<file path="src/rtl/mux_no_encoding_pkg.sv">
// Shared constants and the one-hot priority grant helper for mux_no_encoding.
// Select is used directly as a one-hot vector; it is never encoded or decoded.
package mux_no_encoding_pkg;
   localparam int C_NUM_INPUTS  = 6;
   localparam int C_SEL_WIDTH   = 5;
   localparam int C_DEFAULT_IDX = 5;

   typedef logic [C_SEL_WIDTH-1:0]  sel_t;
   typedef logic [C_NUM_INPUTS-1:0] grant_t;

   // Lowest set select bit wins; the default input is granted only when no bit is set.
   function automatic grant_t f_priority_grant(input sel_t sel);
      grant_t g;
      logic   blocked;
      g       = '0;
      blocked = 1'b0;
      for (int k = 0; k < C_SEL_WIDTH; k++) begin
         g[k]    = sel[k] & ~blocked;
         blocked = blocked | sel[k];
      end
      g[C_DEFAULT_IDX] = ~blocked;
      return g;
   endfunction
endpackage

</file>
<file path="src/rtl/mux_no_encoding_if.sv">
// Bus interface for mux_no_encoding: one-hot select, six data words and the registered outputs.
interface mux_no_encoding_if
   import mux_no_encoding_pkg::*;
#(
   parameter int P_DATA_WIDTH = 8
);
   sel_t                    select;
   logic [P_DATA_WIDTH-1:0] data_in_0;
   logic [P_DATA_WIDTH-1:0] data_in_1;
   logic [P_DATA_WIDTH-1:0] data_in_2;
   logic [P_DATA_WIDTH-1:0] data_in_3;
   logic [P_DATA_WIDTH-1:0] data_in_4;
   logic [P_DATA_WIDTH-1:0] data_in_5;
   logic [P_DATA_WIDTH-1:0] data_out;
   logic                    sel_err;
   logic                    sel_err_sticky;

   modport master (
      output select, data_in_0, data_in_1, data_in_2, data_in_3, data_in_4, data_in_5,
      input  data_out, sel_err, sel_err_sticky
   );

   modport slave (
      input  select, data_in_0, data_in_1, data_in_2, data_in_3, data_in_4, data_in_5,
      output data_out, sel_err, sel_err_sticky
   );
endinterface

</file>
<file path="src/rtl/mux_sel_checker.sv">
// Multi-hot select detector: registered per-cycle error flag plus a sticky flag that only reset clears.
module mux_sel_checker
   import mux_no_encoding_pkg::*;
(
   input  logic clk,
   input  logic rst,
   input  sel_t i_select,
   output logic o_sel_err,
   output logic o_sel_err_sticky
);
   logic w_multi_hot;
   logic r_sel_err;
   logic r_sel_err_sticky;

   // Clearing the lowest set bit leaves something only if two or more bits were set.
   assign w_multi_hot = |(i_select & (i_select - sel_t'(1)));

   always_ff @(posedge clk or posedge rst) begin
      if (rst) begin
         r_sel_err        <= 1'b0;
         r_sel_err_sticky <= 1'b0;
      end else begin
         r_sel_err        <= w_multi_hot;
         r_sel_err_sticky <= r_sel_err_sticky | w_multi_hot;
      end
   end

   assign o_sel_err        = r_sel_err;
   assign o_sel_err_sticky = r_sel_err_sticky;
endmodule

</file>
<file path="src/rtl/mux_no_encoding.sv">
// Six-input registered mux driven by a one-hot select, using an AND-OR structure with a priority mask.
// Define MUX_SEL_CHECK_EN to build in multi-hot select checking; otherwise the error flags are tied low.
module mux_no_encoding
   import mux_no_encoding_pkg::*;
#(
   parameter int P_DATA_WIDTH = 8
) (
   input  logic               clk,
   input  logic               rst,
   mux_no_encoding_if.slave   bus
);
   grant_t                  w_grant;
   logic [P_DATA_WIDTH-1:0] w_data [C_NUM_INPUTS];
   logic [P_DATA_WIDTH-1:0] w_mux;
   logic [P_DATA_WIDTH-1:0] r_data_out;
   logic                    w_sel_err;
   logic                    w_sel_err_sticky;

   assign w_data[0] = bus.data_in_0;
   assign w_data[1] = bus.data_in_1;
   assign w_data[2] = bus.data_in_2;
   assign w_data[3] = bus.data_in_3;
   assign w_data[4] = bus.data_in_4;
   assign w_data[5] = bus.data_in_5;

   assign w_grant = f_priority_grant(bus.select);

   always_comb begin
      w_mux = '0;
      for (int k = 0; k < C_NUM_INPUTS; k++) begin
         w_mux = w_mux | ({P_DATA_WIDTH{w_grant[k]}} & w_data[k]);
      end
   end

   always_ff @(posedge clk or posedge rst) begin
      if (rst) r_data_out <= '0;
      else     r_data_out <= w_mux;
   end

`ifdef MUX_SEL_CHECK_EN
   mux_sel_checker u_sel_checker (
      .clk              (clk),
      .rst              (rst),
      .i_select         (bus.select),
      .o_sel_err        (w_sel_err),
      .o_sel_err_sticky (w_sel_err_sticky)
   );
`else
   assign w_sel_err        = 1'b0;
   assign w_sel_err_sticky = 1'b0;
`endif

   assign bus.data_out       = r_data_out;
   assign bus.sel_err        = w_sel_err;
   assign bus.sel_err_sticky = w_sel_err_sticky;
endmodule

</file>
<file path="src/flat_wrapper.sv">
// flat-port wrapper written by rule: the top's interface ports become plain ports
module mux_no_encoding_flat import mux_no_encoding_pkg::*;
#(
   parameter int P_DATA_WIDTH = 8
)
  (clk, rst, bus_select, bus_data_in_0, bus_data_in_1, bus_data_in_2, bus_data_in_3, bus_data_in_4, bus_data_in_5, bus_data_out, bus_sel_err, bus_sel_err_sticky);
  mux_no_encoding_if #(.P_DATA_WIDTH(P_DATA_WIDTH)) bus_i ();
  input  logic clk;
  input  logic rst;
  input wire logic [$bits(bus_i.select)-1:0] bus_select;
  input wire logic [$bits(bus_i.data_in_0)-1:0] bus_data_in_0;
  input wire logic [$bits(bus_i.data_in_1)-1:0] bus_data_in_1;
  input wire logic [$bits(bus_i.data_in_2)-1:0] bus_data_in_2;
  input wire logic [$bits(bus_i.data_in_3)-1:0] bus_data_in_3;
  input wire logic [$bits(bus_i.data_in_4)-1:0] bus_data_in_4;
  input wire logic [$bits(bus_i.data_in_5)-1:0] bus_data_in_5;
  output wire logic [$bits(bus_i.data_out)-1:0] bus_data_out;
  output wire logic [$bits(bus_i.sel_err)-1:0] bus_sel_err;
  output wire logic [$bits(bus_i.sel_err_sticky)-1:0] bus_sel_err_sticky;
  assign bus_i.select = bus_select;
  assign bus_i.data_in_0 = bus_data_in_0;
  assign bus_i.data_in_1 = bus_data_in_1;
  assign bus_i.data_in_2 = bus_data_in_2;
  assign bus_i.data_in_3 = bus_data_in_3;
  assign bus_i.data_in_4 = bus_data_in_4;
  assign bus_i.data_in_5 = bus_data_in_5;
  assign bus_data_out = bus_i.data_out;
  assign bus_sel_err = bus_i.sel_err;
  assign bus_sel_err_sticky = bus_i.sel_err_sticky;
  mux_no_encoding #(.P_DATA_WIDTH(P_DATA_WIDTH)) u_core (.clk(clk), .rst(rst), .bus(bus_i));
endmodule
</file>
<file path="config.mk">
export PLATFORM = sky130hd
export DESIGN_NAME = mux_no_encoding_flat
export DESIGN_NICKNAME = d
export VERILOG_FILES = /design/src/rtl/mux_no_encoding_pkg.sv /design/src/rtl/mux_no_encoding_if.sv /design/src/rtl/mux_sel_checker.sv /design/src/rtl/mux_no_encoding.sv /design/src/flat_wrapper.sv
export SDC_FILE = /design/constraint.sdc
export NUM_CORES = 1
export LEC_CHECK = 0
export CAP_MARGIN = 20
export CORE_AREA = 8 8 45 47
export DETAILED_ROUTE_END_ITERATION = 10
export DIE_AREA = 0 0 53 55
export DONT_BUFFER_PORTS = 1
export SYNTH_ARGS = -nofsm -noshare
export SYNTH_HDL_FRONTEND = slang
export SYNTH_SLANG_ARGS = --single-unit
export TNS_END_PERCENT = 100
</file>
<file path="constraint.sdc">
create_clock -name clk -period 0.8 [get_ports clk]
set_input_delay 0.08 -clock clk [delete_from_list [all_inputs] [get_ports clk]]
set_output_delay 0.08 -clock clk [all_outputs]
set_load 0.01 [all_outputs]
</file>
==> flow_summary.toml, run 1 <==
[detailed_routing]
firstDrtPassIters = 4
met1_length_um = 705
wire_per_inst_um = 19.9
detail-route-antenna-nets = 0
top_layer = "met4"
num_vias = 589
drt-initial-drc-count = 9
wirelength_mm = 1.92
drc = 0
wl_met3_um = 240
vias_per_cell = 6.14
dr_wl_met2_um = 936

[yosys]
synth_edf_count = 0
ys.warnings.count = 0
synthArstFlopShare_pct = 100
yosys.area.top_type = "dfrtp_1"
synth_area_um2 = 657
ys_ff_latch = 8
synth_common_cells = "a21oi_1, inv_1"
synth_area_leaders = "dfrtp_1, a21oi_1, a221o_1"
syn_area_per_cell_um2 = 7.64
yosys.area.top_type_share_pct = 30.5
synthCells = 86
yosysSeqAreaShare_pct = 30.5
synth_flop_cell = "dfrtp_1"
yosysUniqueCellTypes = 16
yosysMostFrequentCell = "a21oi_1"

[final_layout]
area_growth_syn_to_layout_pct = -1.33
postLayoutCellArea_um2 = 648
largest_register_ff_count = 8
fin_nets = 137
n_fill_cell = 144
drive_above_1_share_pct = 6.25
stdcell_count = 96
antenna_cells = 0

[timing]
clock.fmax_ghz = 1.36
whs_ns = -0.0194
hold_viol = 7
setup_ws_ns = 0.0632
setup_violations = 0
slew_viol_final = 0
period_minus_slack_ns = 0.737
rsz0062_at_grt = "false"
post-route-period-util_pct = 92.1

[placed_design]
gp_congestion = 0.719
place_ws_ns = -0.195
place_area_um2 = 616
dp_hpwl_mm = 1.65
dp.cells = 92
io_buffers = 0

[min_path]
hp-start = "bus_select[0]"
min_delay_worst_endpoint = "u_core.bus.data_out[3]"
min_path_type = "input pin to register"
holdPathStages = 1

[power]
ir_drop_mv = 0.334
powerDensity_mw_per_mm2 = 1440
power_leakage_nw = 0.310

[clocking]
ctsResizeCount = 0
clk_pin_slew_ns = 0.05
htree_levels = 1
cts_tree = "done"
cts_buffer_depth = 2
cts_hold_buffers = 1
cts_made_buffers = 3
clock_sinks = 8
cts_setup_buffers = 0
clock-root-buffer = "clkbuf_4"

[worst_setup_path]
path_class = "register to primary output"
crit_path_start_kind = "register"
critPathArrivalTime_ns = 0.66
crit_start = "u_core.bus.data_out[7]"
required_ns = 0.72
end_kind = "primary output"
crit_fanout = 1

[global_routing]
grt_pass1_wl_mm = 2.62
grt_pass1_vias = 602
antenna_found_initial = 0
grt_max_degree = 18
grt_usage_pct = 12.3
grt_overflow_total = 0

[outcome]
status = "finished with violations"
violations = "hold timing"

[floorplan]
die_w_um = 53
rows = 14
io_pins = 65
core_region_area_mm2 = 0.00138
start_util_pct = 47.5
die_h_um = 55
dieArea_mm2 = 0.00292

[job]
max_cap_viol_count = 0
-- metal layers --
metal,GRT usage [%],vias up
li1,-,283
met1,12.8,263
met2,19.9,39
met3,5.61,4
met4,7.76,0
met5,0,-
-- placed cells by master (no fill, tap or decap) --
cell type      netlist  routed
a21oi_1             16      16
a221o_1              8       8
clkbuf_4             0       3
conb_1               1       2
dfrtp_1              8       8
dlygate4sd3_1        0       1
inv_1                9       9
mux2i_1              8       8
nand2_1              8       8
nor2_1               7       7
nor2_2               1       1
o21ai_0              8       8
or4_4                1       1
-- how the worst max path moves through the flow --
stage | endpoint | cells past startpoint | slack [ns]
after floorplan | u_core.bus.data_out[7] | 5 | -0.29
after global placement | u_core.bus.data_out[6] | 3 | -0.17
after detailed placement | u_core.bus.data_out[0] | 3 | -0.19
after CTS | bus_data_out[7] | 0 | 0.06
after global routing | u_core.bus.data_out[0] | 3 | 0.04
final | bus_data_out[7] | 0 | 0.06
-- kinds of logic after synthesis --
group                  Yosys count  share of synthesized area, %
other                            1                         0.571
AND/OR/NAND/NOR                 17                          11.2
buffers and inverters           20                          15.0
flip-flops                       8                          30.5
AO/OA/AOI/OAI                   32                          30.5
multiplexers                     8                          12.2
-- through the flow --
step           setup TNS (ns)  hold slack, ns  utilization, %  total power, mW
2_1_floorplan           -2.30          -0.104               -            0.677
3_3_place_gp            -1.21         -0.0797            44.5            0.640
3_5_place_dp            -1.32         -0.0785            44.5            0.646
4_1_cts                     0         -0.0229            46.8            0.946
5_1_grt                     0         -0.0263            46.8            0.985
6_report                    0         -0.0194            46.8            0.935
-- cell type report --
type	count	area [um2]	area share, %
Inverter	9	33.8	5.21
Tap cell	16	20.0	3.09
Sequential cell	8	200	30.9
Clock buffer	3	22.5	3.47
Timing Repair Buffer	1	10.0	1.54
Multi-Input combinational cell	59	362	55.8
-- power by group --
part,internal (mW),switching [mW]
logic,0.0880,0.0681
registers,0.445,0.0381
clock network,0.171,0.125
total,0.704,0.231
(Power assumes the default switching activity.)
==> inputs of run 2 (changes only) <==
- GPL_ROUTABILITY_DRIVEN: not set -> 0
- GPL_TIMING_DRIVEN: not set -> 0
==> flow_summary.toml, run 2 (synthesis results as in run 1) <==
[outcome]
violations = "hold timing, setup timing"
status = "finished with violations"

[timing]
slew_viol_final = 0
rsz0062_at_grt = "true"
hold_viol = 7
post-route-period-util_pct = 109
setup_violations = 8
tns_ns = -0.394
clock.fmax_ghz = 1.15
period_minus_slack_ns = 0.872
setup_ws_ns = -0.0718
whs_ns = -0.0286

[floorplan]
io_pins = 65
core_region_area_mm2 = 0.00138
dieArea_mm2 = 0.00292
rows = 14
die_w_um = 53
die_h_um = 55
start_util_pct = 47.5

[placed_design]
place_ws_ns = -0.364
io_buffers = 0
dp.cells = 103
dp_hpwl_mm = 1.66

[final_layout]
mostFrequentLayoutCell = "a21oi_1"
final_cell_mix = "a21oi_1, inv_1"
fin_nets = 150
drive_above_1_share_pct = 23.7
antenna_cells = 0
stdcell_count = 109
area_growth_syn_to_layout_pct = 20.2
largest_register_ff_count = 8

[worst_setup_path]
path_class = "input pin to register"
end_kind = "register"
required_ns = 0.99
crit_path_start_kind = "input pin"
critPathArrivalTime_ns = 1.06
crit_fanout = 8

[detailed_routing]
vias_per_cell = 5.79
drc = 0
wirelength_mm = 2.01
num_vias = 631
wire_per_inst_um = 18.4
firstDrtPassIters = 4
drt-initial-drc-count = 7
detail-route-antenna-nets = 0

[power]
power_leakage_nw = 0.379
power.share.clock_pct = 28.9
internal_power_mw = 0.756
power_frac_seq_pct = 45.6
totalPowerFinal_mw = 1.06
ir_drop_mv = 0.380
netSwitchingPower_mw = 0.301
switching_share_pct = 28.5
powerDensity_mw_per_mm2 = 1340
combPwrFrac_pct = 25.5

[clocking]
clock-root-buffer = "clkbuf_4"
clock_sinks = 8
clk_pin_slew_ns = 0.05
cts_tree = "done"
cts_buffer_depth = 2
htree_levels = 1
cts_made_buffers = 3
cts_hold_buffers = 1

[global_routing]
grt_pass1_vias = 677
grt_pass1_wl_mm = 2.89
grt_overflow_total = 0
antenna_found_initial = 0
grt_max_degree = 11
grt_usage_pct = 13.5

[min_path]
min_path_type = "input pin to register"

[job]
max_cap_viol_count = 0
[run 2: per-layer routing]
metal | share of wire, % | global-route usage, % | vias to the layer above
met5 | 0 | 0 | -
li1 | - | - | 308
met2 | 49 | 22.9 | 37
met4 | 2.2 | 9.05 | 0
met3 | 11 | 4.55 | 5
met1 | 37 | 13.9 | 281
[run 2: layout make-up]
| cell class | instances | area, um2 |
|---|---|---|
| timing repair buffer | 4 | 32.5 |
| tap | 16 | 20.0 |
| inverter | 9 | 33.8 |
| clock buffer | 3 | 22.5 |
| buffer | 10 | 101 |
| multi-input combinational | 59 | 379 |
| sequential | 8 | 200 |
| fill | 133 | 594 |
[run 2: power by group through the flow]
| stage | clock network, mW | registers, mW | logic (mW) |
|---|---|---|---|
| finish | 0.306 | 0.482 | 0.269 |
| global route | 0.345 | 0.485 | 0.299 |
| CTS | 0.314 | 0.483 | 0.251 |
| detailed placement | 0 | 0.490 | 0.231 |
| global placement | 0 | 0.487 | 0.225 |
| floorplan | 0 | 0.483 | 0.195 |
[run 2: path summary, 6_finish.rpt]
path                                   from                      to  slack [ns]  cells past startpoint
hold / removal             bus_data_in_0[3]  u_core.bus.data_out[3]       -0.03                      1
min in group asynchronous               rst  u_core.bus.data_out[4]        0.20                      2
setup / recovery              bus_select[0]  u_core.bus.data_out[0]       -0.07                      4
max in group asynchronous               rst  u_core.bus.data_out[0]        0.39                      2
[run 2: per-stage QoR]
step,area [um2],util (%),hold slack (ns)
3_3_place_gp,692,50.0,-0.0871
2_1_floorplan,672,-,-0.104
5_1_grt,790,57.1,-0.0315
6_report,790,57.1,-0.0286
3_5_place_dp,692,50.0,-0.0736
4_1_cts,751,54.2,-0.0305
[run 2: timing repair]
item	4_1_cts	5_1_grt
endpoints found under the hold margin	16	7
cloned	0	0
pin swaps	3	5
setup endpoints to repair	8	8
buffers inserted	2	1
gates resized for setup	6	12
[run 2: worst max-delay path: stages]
cell       delay, ns
clkbuf_16       0.12
or4_4           0.60
nor2_4          0.13
a221o_1         0.12
